File: src/rtl/cpc_printer_port.sv
// ---------------------------------------------------------------------------
// cpc_printer_port
//   Centronics printer port responder for the CPC Z80 I/O bus (&EFxx).
//   CPU writes are decoded on A12=0. Bit 7 of the written byte is STROBE.
//   Every rising STROBE captures the low seven data bits into a show-ahead
//   FIFO, which drains to a host consumer over a valid/ready stream.
//   BUSY (to PPI port B bit 6) is held for at least BUSY_TICKS ce_4p ticks
//   after each capture. It is held until STROBE is released, and it is also
//   held whenever the FIFO is full.
//
// Ports
//   clk, reset_n   system clock, asynchronous active-low reset
//   ce_4p          4 MHz enable; only the BUSY hold counter uses it
//   cpu_addr       Z80 address bus (only A12 is decoded)
//   cpu_dout       Z80 write data
//   io_wr          I/O write strobe, may be held for many clk cycles
//   busy           printer BUSY, active-high
//   out_data       FIFO head {1'b0, data[6:0]}, 8'h00 while empty
//   out_valid      FIFO not empty
//   out_ready      consumer accepts out_data
//   fifo_level     current FIFO occupancy
//   overflow       sticky: a captured byte was dropped on a full FIFO
// ---------------------------------------------------------------------------
module cpc_printer_port #(
  parameter int FIFO_DEPTH = 16,
  parameter int BUSY_TICKS = 16
) (
  input  logic                          clk,
  input  logic                          reset_n,
  input  logic                          ce_4p,
  input  logic [15:0]                   cpu_addr,
  input  logic [7:0]                    cpu_dout,
  input  logic                          io_wr,
  output logic                          busy,
  output logic [7:0]                    out_data,
  output logic                          out_valid,
  input  logic                          out_ready,
  output logic [$clog2(FIFO_DEPTH):0]   fifo_level,
  output logic                          overflow
);

  localparam int AW = $clog2(FIFO_DEPTH);
  localparam logic [AW:0] FULL_LVL   = (AW + 1)'(FIFO_DEPTH);
  localparam logic [AW:0] LVL_ONE    = (AW + 1)'(1);
  localparam logic [AW-1:0] PTR_ONE  = AW'(1);
  localparam logic [7:0]  TICKS_INIT = 8'(BUSY_TICKS);

  typedef enum logic [1:0] {
    IDLE     = 2'b00,
    HOLD     = 2'b01,
    WAIT_REL = 2'b10
  } state_t;

  // Bus decode and capture stage
  logic          sel_s;
  logic          wr_ev_s;
  logic          sel_r;
  logic [7:0]    port_latch_r;
  logic          cap_r;
  logic [6:0]    cap_data_r;

  // FIFO
  logic [7:0]    mem_r [FIFO_DEPTH];
  logic [AW-1:0] wr_ptr_r;
  logic [AW-1:0] rd_ptr_r;
  logic [AW:0]   level_r;
  logic [AW:0]   level_next_s;
  logic          full_s;
  logic          full_next_s;
  logic          push_s;
  logic          pop_s;
  logic          valid_r;
  logic          overflow_r;

  // BUSY state machine
  state_t        state_r;
  state_t        state_next_s;
  logic [7:0]    cnt_r;
  logic [7:0]    cnt_next_s;
  logic          busy_r;

  // Only A12 takes part in the decode; the remaining address bits are unused.
  logic          unused_addr_s;
  assign unused_addr_s = ^{cpu_addr[15:13], cpu_addr[11:0]};

  assign sel_s   = io_wr & ~cpu_addr[12];
  // A long io_wr pulse gives a single event, on its first clk.
  assign wr_ev_s = sel_s & ~sel_r;

  // Write-event detection, port latch and one-clk capture pulse
  always_ff @(posedge clk or negedge reset_n) begin
    if (!reset_n) begin
      sel_r        <= 1'b0;
      port_latch_r <= 8'h00;
      cap_r        <= 1'b0;
      cap_data_r   <= 7'h00;
    end else begin
      sel_r <= sel_s;
      if (wr_ev_s) begin
        port_latch_r <= cpu_dout;
        // Capture only on a 0->1 STROBE transition; held STROBE does not repeat.
        cap_r        <= cpu_dout[7] & ~port_latch_r[7];
        if (cpu_dout[7] & ~port_latch_r[7]) begin
          cap_data_r <= cpu_dout[6:0];
        end else begin
          cap_data_r <= cap_data_r;
        end
      end else begin
        cap_r <= 1'b0;
      end
    end
  end

  assign full_s = (level_r == FULL_LVL);
  assign pop_s  = valid_r & out_ready;
  // If a pop frees a slot in the same cycle, a push onto a full FIFO still fits.
  assign push_s = cap_r & (~full_s | pop_s);

  // FIFO occupancy after this cycle's push/pop
  always_comb begin
    level_next_s = level_r;
    case ({push_s, pop_s})
      2'b10:   level_next_s = level_r + LVL_ONE;
      2'b01:   level_next_s = level_r - LVL_ONE;
      default: level_next_s = level_r;
    endcase
    full_next_s = (level_next_s == FULL_LVL);
  end

  // FIFO storage; contents need no reset because out_data is gated by valid
  always_ff @(posedge clk) begin
    if (push_s) begin
      mem_r[wr_ptr_r] <= {1'b0, cap_data_r};
    end else begin
      mem_r[wr_ptr_r] <= mem_r[wr_ptr_r];
    end
  end

  // FIFO pointers, level, valid and sticky overflow
  always_ff @(posedge clk or negedge reset_n) begin
    if (!reset_n) begin
      wr_ptr_r   <= '0;
      rd_ptr_r   <= '0;
      level_r    <= '0;
      valid_r    <= 1'b0;
      overflow_r <= 1'b0;
    end else begin
      if (push_s) begin
        wr_ptr_r <= wr_ptr_r + PTR_ONE;
      end else begin
        wr_ptr_r <= wr_ptr_r;
      end
      if (pop_s) begin
        rd_ptr_r <= rd_ptr_r + PTR_ONE;
      end else begin
        rd_ptr_r <= rd_ptr_r;
      end
      level_r    <= level_next_s;
      valid_r    <= (level_next_s != '0);
      overflow_r <= overflow_r | (cap_r & full_s & ~pop_s);
    end
  end

  // BUSY next state: a capture always (re)starts the hold period
  always_comb begin
    state_next_s = state_r;
    cnt_next_s   = cnt_r;
    if (cap_r) begin
      state_next_s = HOLD;
      cnt_next_s   = TICKS_INIT;
    end else begin
      case (state_r)
        IDLE: begin
          state_next_s = IDLE;
        end
        HOLD: begin
          if (cnt_r == 8'd0) begin
            if (port_latch_r[7]) begin
              state_next_s = WAIT_REL;
            end else begin
              state_next_s = IDLE;
            end
          end else if (ce_4p) begin
            cnt_next_s = cnt_r - 8'd1;
          end else begin
            cnt_next_s = cnt_r;
          end
        end
        WAIT_REL: begin
          if (!port_latch_r[7]) begin
            state_next_s = IDLE;
          end else begin
            state_next_s = WAIT_REL;
          end
        end
        default: begin
          state_next_s = IDLE;
          cnt_next_s   = 8'd0;
        end
      endcase
    end
  end

  // BUSY state register; busy is registered from the next state and fill level
  always_ff @(posedge clk or negedge reset_n) begin
    if (!reset_n) begin
      state_r <= IDLE;
      cnt_r   <= 8'd0;
      busy_r  <= 1'b0;
    end else begin
      state_r <= state_next_s;
      cnt_r   <= cnt_next_s;
      busy_r  <= (state_next_s != IDLE) | full_next_s;
    end
  end

  assign busy       = busy_r;
  assign out_valid  = valid_r;
  assign out_data   = valid_r ? mem_r[rd_ptr_r] : 8'h00;
  assign fifo_level = level_r;
  assign overflow   = overflow_r;

endmodule
File: config.mk
export PLATFORM = sky130hd
export DESIGN_NAME = cpc_printer_port
export DESIGN_NICKNAME = d
export VERILOG_FILES = /design/src/rtl/cpc_printer_port.sv
export SDC_FILE = /design/constraint.sdc
export NUM_CORES = 1
export LEC_CHECK = 0
export BUFFER_PORTS_ARGS = -buffer_cell sky130_fd_sc_hd__buf_2
export CAP_MARGIN = 20
export CORE_ASPECT_RATIO = 0.8
export CORE_MARGIN = 4
export CORE_UTILIZATION = 25
export DETAILED_ROUTE_END_ITERATION = 10
export PLACE_DENSITY = 0.41
export SLEW_MARGIN = 25
export SYNTH_ARGS = -nofsm -noshare
export SYNTH_HDL_FRONTEND = slang
export SYNTH_SLANG_ARGS = --single-unit
export TNS_END_PERCENT = 20
File: constraint.sdc
create_clock -name clk -period 8.1 [get_ports clk]
set_input_delay 0.81 -clock clk [delete_from_list [all_inputs] [get_ports clk]]
set_output_delay 0.81 -clock clk [all_outputs]
set_load 0.02 [all_outputs]
# ---- After elaboration in Yosys (flattened, before gate mapping)
# Memory sizes are Yosys's and may differ from the RTL's.
# Index checks and enable logic that the tools add are counted.
dict set report word_totals {
  register_bits 43
  latch_bits 0
  ramBits 128
  mem_bits_ro 0
  input_bits 29
  out_inout_bits 16
  elab_cells 67
  n_memories 1
}
dict set report op_classes {
  addsub 5
  n_mul 0
  div_mod_pow 0
  order_cmp 0
  n_eq_ne 10
  n_shift 0
  n_mux 15
  bitwise_logic 16
  n_reduce_logical 8
}
# name words word_bits rd rd_ports_with_merged_regs write_ports line_no
set memory_table {}
lappend memory_table {mem_r 16 8 1 0 1 63} ;# logic [7:0] mem_r [FIFO_DEPTH];
# operator n
set op_table {}
lappend op_table {{$mux W8} 5}
lappend op_table {{$pmux W8 S2} 1}
lappend op_table {{$eq A5 B5 Y1 const B} 2}
lappend op_table {{$pmux W5 S2} 1}
lappend op_table {{$add A4 B1 Y4 const B} 2}
lappend op_table {{$logic_not A8 Y1} 1}
lappend op_table {{$sub A8 B1 Y8 const B} 1}
lappend op_table {{$and A1 B1 Y1} 7}
lappend op_table {{$mux W2} 3}
lappend op_table {{$ne A3 B3 Y1 const B} 2}
lappend op_table {{$add A5 B1 Y5 const B} 1}
lappend op_table {{$not A1 Y1} 5}
lappend op_table {{$reduce_bool A5 Y1} 1}
lappend op_table {{$sub A5 B1 Y5 const B} 1}
lappend op_table {{$eq A2 B1 Y1 const B} 2}
lappend op_table {{$eq A2 B2 Y1 const B} 2}
lappend op_table {{$mux W1} 4}
lappend op_table {{$or A1 B1 Y1} 4}
lappend op_table {{$pmux W2 S2} 1}
lappend op_table {{$reduce_and A2 Y1} 2}
lappend op_table {{$reduce_and A3 Y1} 1}
lappend op_table {{$logic_not A2 Y1} 1}
lappend op_table {{$ne A2 B1 Y1 const B} 1}
lappend op_table {{$reduce_bool A2 Y1} 1}
lappend op_table {{other kinds (2)} 2}

# ---- Logic depth before layout (Yosys ltp)
# Gate-level depths: netlist of run 1.
dict set report logic_depth {
  word_depth 8
  ltp_mapped 16
  ltp_nobuf 13
}

# ---- Least setup slack after synthesis of run 1
# OpenSTA, ideal clock, no wires.
dict set report synth_timing {
  path_kind {input port to flip-flop}
  from {in out_ready}
  to {reg valid_r (netlist: out_valid)}
  setup_time_ns 0.131
  t_arrival_ns 3.282
  required_ns 7.969
  setup_slack_ns 4.687
  path_stages 15
  path_buffers 2
  path_cell_list {nand2_1 nand4_1 and2_1 clkbuf_1 inv_1 ha_1 buf_2 xor2_1 ha_1 a22o_1 a21oi_1 o32ai_1 a211oi_2 inv_1 or3_1}
}
dict set report synth_via {
  elab_chain_len 6
  word_cells_on_any_way 7
  cone_classes {2 x eq/ne; 1 x mux; 3 x bitwise; 1 x reduce/logical}
}
# item line_no
set synth_lines {}
lappend synth_lines {{from (decl)} 37} ;# input logic out_ready,
lappend synth_lines {{$and A1 B1 Y1 (*)} 115} ;# assign pop_s = valid_r & out_ready;
lappend synth_lines {{$or A1 B1 Y1} 117} ;# assign push_s = cap_r & (~full_s | pop_s);
lappend synth_lines {{$and A1 B1 Y1} 117}
lappend synth_lines {{$eq A2 B1 Y1 or $eq A2 B2 Y1 (tied branches)} 122} ;# case ({push_s, pop_s})
lappend synth_lines {{$pmux W5 S2 (*)} 122}
lappend synth_lines {{net level_next_s[4]} 67} ;# logic [AW:0] level_next_s;
lappend synth_lines {{$reduce_bool A5 Y1 (*)} 159} ;# valid_r <= (level_next_s != '0);
lappend synth_lines {{to (signal assigned)} 159}
lappend synth_lines {{to (decl)} 72} ;# logic valid_r;
# Mark *: on every way through the listed nets, which the timed path passes. The rest lies on a longest branch.
# A chain may end at the register's enable or synchronous reset.

# ---- Worst setup path after layout of run 1
dict set report layout_timing {
  from {reg rd_ptr_r[0]}
  to {out out_data[0]}
}
dict set report layout_via {
  elab_chain_len 2
}
# item line_no
set layout_lines {}
lappend layout_lines {{from (decl)} 65} ;# logic [AW-1:0] rd_ptr_r;
lappend layout_lines {{from (signal assigned)} 154} ;# rd_ptr_r <= rd_ptr_r + PTR_ONE;
lappend layout_lines {{from (signal assigned)} 156} ;# rd_ptr_r <= rd_ptr_r;
lappend layout_lines {{$mem_v2 Z16 W8} -}
lappend layout_lines {{$mux W8} 219} ;# assign out_data = valid_r ? mem_r[rd_ptr_r] : 8'h00;
lappend layout_lines {{to (decl)} 35} ;# output logic [7:0] out_data,
# Every way passes these cells.

==> results.toml, run 1 <==
[clock_network]
cts_tree = "built"
hold_buffers = 0
cts_buffer_depth = 2
cts_inserted_buffers = 17
clkSinkCount = 148
cts_setup_buffers = 0
clock_latency_ps = 420
clkTransAtPathRegs_ps = 60
cts-root-buf = "clkbuf_16"
cts_max_level = 4
cts_resized = 0

[timing]
period_needed_ps = 3680
skew_ps = 13.6
rsz0062_at_grt = "false"
slew_violations = 0
finalWorstSetupSlack_ps = 4420
max_slew_margin_pct = 43.9
finalCritPeriodShare_pct = 45.4
fin_setup_tns_ps = 0
hold_viol = 0
setup_viol = 0
max_freq_mhz = 272
worst_pin_slew_ps = 842

[global_routing]
antenna_found_initial = 0
overflow = 0
grt_pass1_vias = 3280
grt_pass1_wl_mm = 19.8
grt_util_all_layers_pct = 9.81
grt_max_degree = 37

[power]
finalPower_uw = 2570
leakagePower_uw = 0.00257
ir_worst_vdd_mv = 0.139
power_density_mw_per_mm2 = 351

[detailed_routing]
routedWlPerCell_um = 17.8
drt-vias-per-instance = 4.35
drt_wl_total_mm = 12.8
initialDrtViolationCount = 135
detail_route.first_pass.iterations = 4
drc_errors = 0
final_antenna_net_count = 0
via_count = 3139

[final_layout]
n_antenna_cell = 0
synthToLayoutAreaGrowth_pct = 16.9
fin_util_pct = 29.9
nFillCells = 2386
drive_gt1_share_pct = 26.3
nets = 430
fin_area_mm2 = 0.00731

[synthesis]
synth_edf_count = 112
yosys-top-cells-area = "edfxtp_1, dfrtp_1, mux4_2, ha_1, and2_1"
avgSynthCellArea_um2 = 17.5
synth_top_area_share_pct = 53.8
synth_area_mm2 = 0.00625
ys.warnings.count = 0
synth-seq-cells = 148
async_flop_share_pct = 24.3
ys.flop_type = "edfxtp_1"
yosysTopAreaCell = "edfxtp_1"
synth_nets = 397
ys_seq_area_share_pct = 68.2
postSynthCellCount = 357
synth.distinct_cells = 49

[floorplan]
die-width_um = 185
rows = 51
chipHeight_um = 149
die_area_mm2 = 0.0276
design.core.area_mm2 = 0.0244
start_util_pct = 25.6
ios = 45

[worst_setup_path]
startpoint_type = "flop"
required_ps = 7290
cp_max_fo = 31
worstSetupEndpointType = "output pin"
arrival_ps = 2870
worstSetupPathType = "flop to output pin"

[placement]
port_buffers = 28
pre_cts_slack_ps = 4230
hpwlAfterDp_mm = 8.59
placed_area_mm2 = 0.00671
place_congestion = 0.709

[worst_hold_path]
hold_path.class = "flop to flop"

[job]
maxCapViolations = 0

[run_status]
status = "complete, no violations"
layout by cell type (no fill, tap or decap), types with 2 or more instances in the layout:
| cell | instances |
|---|---|
| dfrtp_1 | 34 |
| nand4_1 | 3 |
| nor2b_1 | 7 |
| mux2i_1 | 2 |
| xnor2_1 | 9 |
| and3_1 | 5 |
| mux2_2 | 10 |
| o21a_1 | 2 |
| ha_1 | 11 |
| and2_1 | 20 |
| edfxtp_1 | 112 |
| clkbuf_16 | 17 |
| nor2_1 | 13 |
| clkbuf_1 | 4 |
| o21ai_0 | 5 |
| a21oi_1 | 7 |
| nand2_1 | 9 |
| a21o_1 | 2 |
| clkinv_2 | 2 |
| nor3_1 | 5 |
| buf_2 | 28 |
| mux4_1 | 2 |
| a31oi_1 | 2 |
| a22oi_1 | 2 |
| mux4_2 | 33 |
| dfrtp_2 | 2 |
| xor2_1 | 7 |
| clkinv_4 | 5 |
| a22o_1 | 2 |
| inv_1 | 15 |
| bufinv_16 | 3 |
cell type report:
type	count	area, um2	share of cell area (%)
multi-input combinational	179	1840	25.2
inverter	15	56.3	0.771
clock inverter	11	153	2.09
timing repair buffer	29	148	2.02
sequential	148	4270	58.4
tap	318	398	5.45
clock buffer	21	440	6.03
sequential cells by signal, indices dropped and copies added, names as in the netlist, 2 cells and up:
signal	cells
rd_ptr_r	4
wr_ptr_r	4
cnt_r	8
cap_data_r	7
fifo_level	5
state_r	2
mem_r	112
synthesized netlist by cell type (all sizes together), types with 2 or more instances:
| cell type | number |
|---|---|
| edfxtp | 112 |
| dfrtp | 36 |
| mux4 | 35 |
| and2 | 20 |
| inv | 15 |
| nor2 | 13 |
| ha | 11 |
| mux2 | 10 |
| nand2 | 9 |
| xnor2 | 9 |
| a21oi | 8 |
| buf | 8 |
| clkbuf | 7 |
| nor2b | 7 |
| xor2 | 7 |
| o21ai | 6 |
| and3 | 5 |
| nor3 | 5 |
| nand4 | 3 |
| a21o | 2 |
| a22o | 2 |
| a22oi | 2 |
| a31oi | 2 |
| mux2i | 2 |
| nor3b | 2 |
| o21a | 2 |
path summary, 6_finish.rpt:
path,startpoint,end,slack (ps),cells after the start
max reg2reg,out_valid,out_valid,4500,13
min reg2reg,overflow,overflow,470,1
min in group asynchronous,reset_n,fifo_level[1],500,1
min,overflow,overflow,470,1
max in group asynchronous,reset_n,rd_ptr_r[0],7030,1
max,rd_ptr_r[0],out_data[0],4420,5
critical path: stages, from the launching register on:
cell     delay, ps
dfrtp_2        330
buf_4          520
mux4_1         710
mux4_2         530
and2_1         190
buf_2          160
layer usage:
metal  GRT usage, %  up-vias  routed length [um]
met3           2.85       11                 397
met1           14.2     1630                6570
met5              0        -                   0
met2           14.3       44                5740
met4           3.08        0                 143
li1               -     1454                   -
cells by family after synthesis:
group,count (synthesis),share of synthesized area (%)
xor gates and xnor gates,16,2.24
and+or+nand+nor,72,6.65
other,1,0.0600
adders and majority gates,11,2.20
muxes,47,14.9
AOI/OAI and AO/OA,32,3.50
DFF,148,68.2
buffers and inverters,30,2.24
power breakdown:
group | total [uW] | internal (uW) | switching, uW
clock | 786 | 486 | 299
sequential | 1100 | 924 | 172
combinational | 686 | 347 | 339
total | 2570 | 1760 | 810
per-stage QoR:
| step | instances | hold WS (ps) |
|---|---|---|
| floorplan | 357 | 510 |
| global placement | 689 | 465 |
| detailed placement | 689 | 457 |
| CTS | 721 | 474 |
| global route | 721 | 506 |
| finish | 721 | 471 |
Power figures use the tool's default switching activity.
==> inputs of run 2 (changes only) <==
--- a/config.mk
+++ b/config.mk
@@ -5,6 +5,7 @@
 export SDC_FILE = /design/constraint.sdc
 export NUM_CORES = 1
 export LEC_CHECK = 0
+export ABC_AREA = 1
 export BUFFER_PORTS_ARGS = -buffer_cell sky130_fd_sc_hd__buf_2
 export CAP_MARGIN = 20
 export CORE_ASPECT_RATIO = 0.8
==> constraint.sdc (replaced) <==
create_clock -name clk -period 3.7 [get_ports clk]
set_input_delay 0.37 -clock clk [delete_from_list [all_inputs] [get_ports clk]]
set_output_delay 0.37 -clock clk [all_outputs]
set_load 0.02 [all_outputs]
==> run 2 against run 1 <==
Net effect:
- hold slack got worse by 430 ps
- clock power increased by 120%
- utilization down 0.27 points
- synthesized cell count rose by 61%
- sequential share of layout area decreased by 1.8 points
- count of clock-buffer cells in the layout increased by 1
- critical path type unchanged
- critical endpoint is now out_data[6]
- highest routed layer unchanged
==> results.toml, run 2 <==
[run_status]
status = "complete, no violations"

[worst_setup_path]
arrival_ps = 2820
slowest_delay_ps = 690
required_ps = 3330
startpoint_type = "flop"
worstSetupEndpointType = "output pin"
path_common_cell = "o21ai_0"
cp_max_fo = 38
path_cells = "buf_4 -> o21ai_0 -> o21ai_0 -> o211ai_1 -> a21oi_1 -> buf_2"
critPathSlowestCell = "dfrtp_2"
worstSetupPathType = "flop to output pin"

[power]
leakagePower_uw = 0.00278
finalPower_uw = 6060
power_density_mw_per_mm2 = 804
ir_worst_vdd_mv = 0.291

[global_routing]
grt_pass1_wl_mm = 24.1
overflow = 0
antenna_found_initial = 0
grt_util_all_layers_pct = 10.9
grt_pass1_vias = 4164
grt_max_degree = 39

[synthesis]
synth_nets = 615
ys.warnings.count = 0
postSynthCellCount = 575
yosysMostFrequentCell = "edfxtp_1"
ys_seq_area_share_pct = 65.6
synth.distinct_cells = 34
synth_top_area_share_pct = 51.7
synth_area_mm2 = 0.00650
async_flop_share_pct = 24.3
avgSynthCellArea_um2 = 11.3
ys_top_cells_by_count = "edfxtp_1, nor2_1, nand2_1, o21ai_0, dfrtp_1"
ys.flop_type = "edfxtp_1"
synth-seq-cells = 148
yosys-top-cells-area = "edfxtp_1, dfrtp_1, nor2_1, nand2_1, o21ai_0"
yosysTopAreaCell = "edfxtp_1"
synth_edf_count = 112

[floorplan]
design.core.area_mm2 = 0.0254
rows = 52
chipHeight_um = 152
ios = 45
start_util_pct = 25.6
die-width_um = 188
die_area_mm2 = 0.0287

[final_layout]
largest_reg_flops = 112
most-common-layout-cells = "edfxtp_1, nor2_1, nand2_1"
largest_register = "mem_r"
synthToLayoutAreaGrowth_pct = 15.9
fin_cells = 969
drive_gt1_share_pct = 16.4
largest_registers = "mem_r (112), cnt_r (8), cap_data_r (7)"
nets = 644
layout_commonest_cell = "edfxtp_1"

[clock_network]
cts_setup_buffers = 0
clkSinkCount = 148
cts_inserted_buffers = 17
cts_max_level = 4
cts-root-buf = "clkbuf_16"
cts_tree = "built"
cts_resized = 0
clkTransAtPathRegs_ps = 60
clock_latency_ps = 420
hold_buffers = 0
cts_buffer_depth = 2

[timing]
rsz0062_at_grt = "false"
finalCritPeriodShare_pct = 86.3
fin_setup_tns_ps = 0
worst_pin_slew_ps = 830
max_slew_margin_pct = 44.7
setup_viol = 0
period_needed_ps = 3190
slew_violations = 0
max_freq_mhz = 313
hold_viol = 0
skew_ps = 6.97

[placement]
hpwlAfterDp_mm = 10.1
port_buffers = 28
place_congestion = 0.763
dp.cells = 936

[detailed_routing]
drt_wl_total_mm = 15.5
drc_errors = 0
final_antenna_net_count = 0
via_count = 4147
routedWlPerCell_um = 16.0
initialDrtViolationCount = 277
drt-vias-per-instance = 4.28
detail_route.first_pass.iterations = 4

[worst_hold_path]
hold_path.class = "input port to async pin"

[job]
maxCapViolations = 0
[run 2: worst max-delay path, delay by kind of cell, from the launching register on]
kind	cells	cell delay (ps)
compound gates	4	1000
buf+inv	2	680
flops	1	690
[run 2: metrics by stage]
stage	util [%]	cell area [um2]	hold slack [ps]	setup WS [ps]
final	29.6	7530	44.4	506
after global routing	29.6	7530	106	454
after CTS	29.6	7530	78.6	545
after detailed placement	27.3	6940	460	985
after global placement	27.3	6940	462	1020
after floorplan	-	6500	74.4	1310
[run 2: area by class of cell]
class	count	area, um2
inverters	39	146
well taps	351	439
multi-input cells	365	1910
diodes	1	2.50
flip-flops and latches	148	4270
clock buffers	22	454
clock inverters	10	135
repair buffers	33	178
fillers	2592	17900
[run 2: routing by layer]
| metal | vias to the layer above | wire [um] | GRT usage [%] |
|---|---|---|---|
| met3 | 17 | 612 | 2.34 |
| met5 | - | 0 | 0 |
| met1 | 2017 | 7580 | 15.0 |
| met4 | 0 | 246 | 3.81 |
| li1 | 2049 | - | - |
| met2 | 64 | 7060 | 17.1 |
[run 2: path summary, 6_finish.rpt]
| kind | from | end | slack [ps] | cells past startpoint |
|---|---|---|---|---|
| min in group clk | cpu_addr[12] | sel_r | 110 | 2 |
| worst max register to register | out_valid | out_valid | 1050 | 15 |
| worst min-delay path | reset_n | cnt_r[0] | 40 | 1 |
| max in group asynchronous | reset_n | rd_ptr_r[0] | 3070 | 1 |
| worst min register to register | overflow | overflow | 460 | 1 |
| worst max-delay path | rd_ptr_r[0] | out_data[6] | 510 | 6 |
[run 2: kinds of logic (layout without fill, tap and decap cells)]
kind of cell,count (synthesis),count (layout),share of synthesized area [%]
AND/OR/NAND/NOR,232,232,15.7
flip-flops,148,148,65.6
AO/OA/AOI/OAI,112,112,10.4
buffers and inverters,62,104,4.95
adder cells (fa/ha/maj),11,11,2.12
XOR/XNOR,9,9,1.21
other,1,2,0.0577
[run 2: power by group]
group | internal (uW) | switching (uW)
logic | 625 | 1310
registers | 2030 | 342
clock network | 1080 | 670
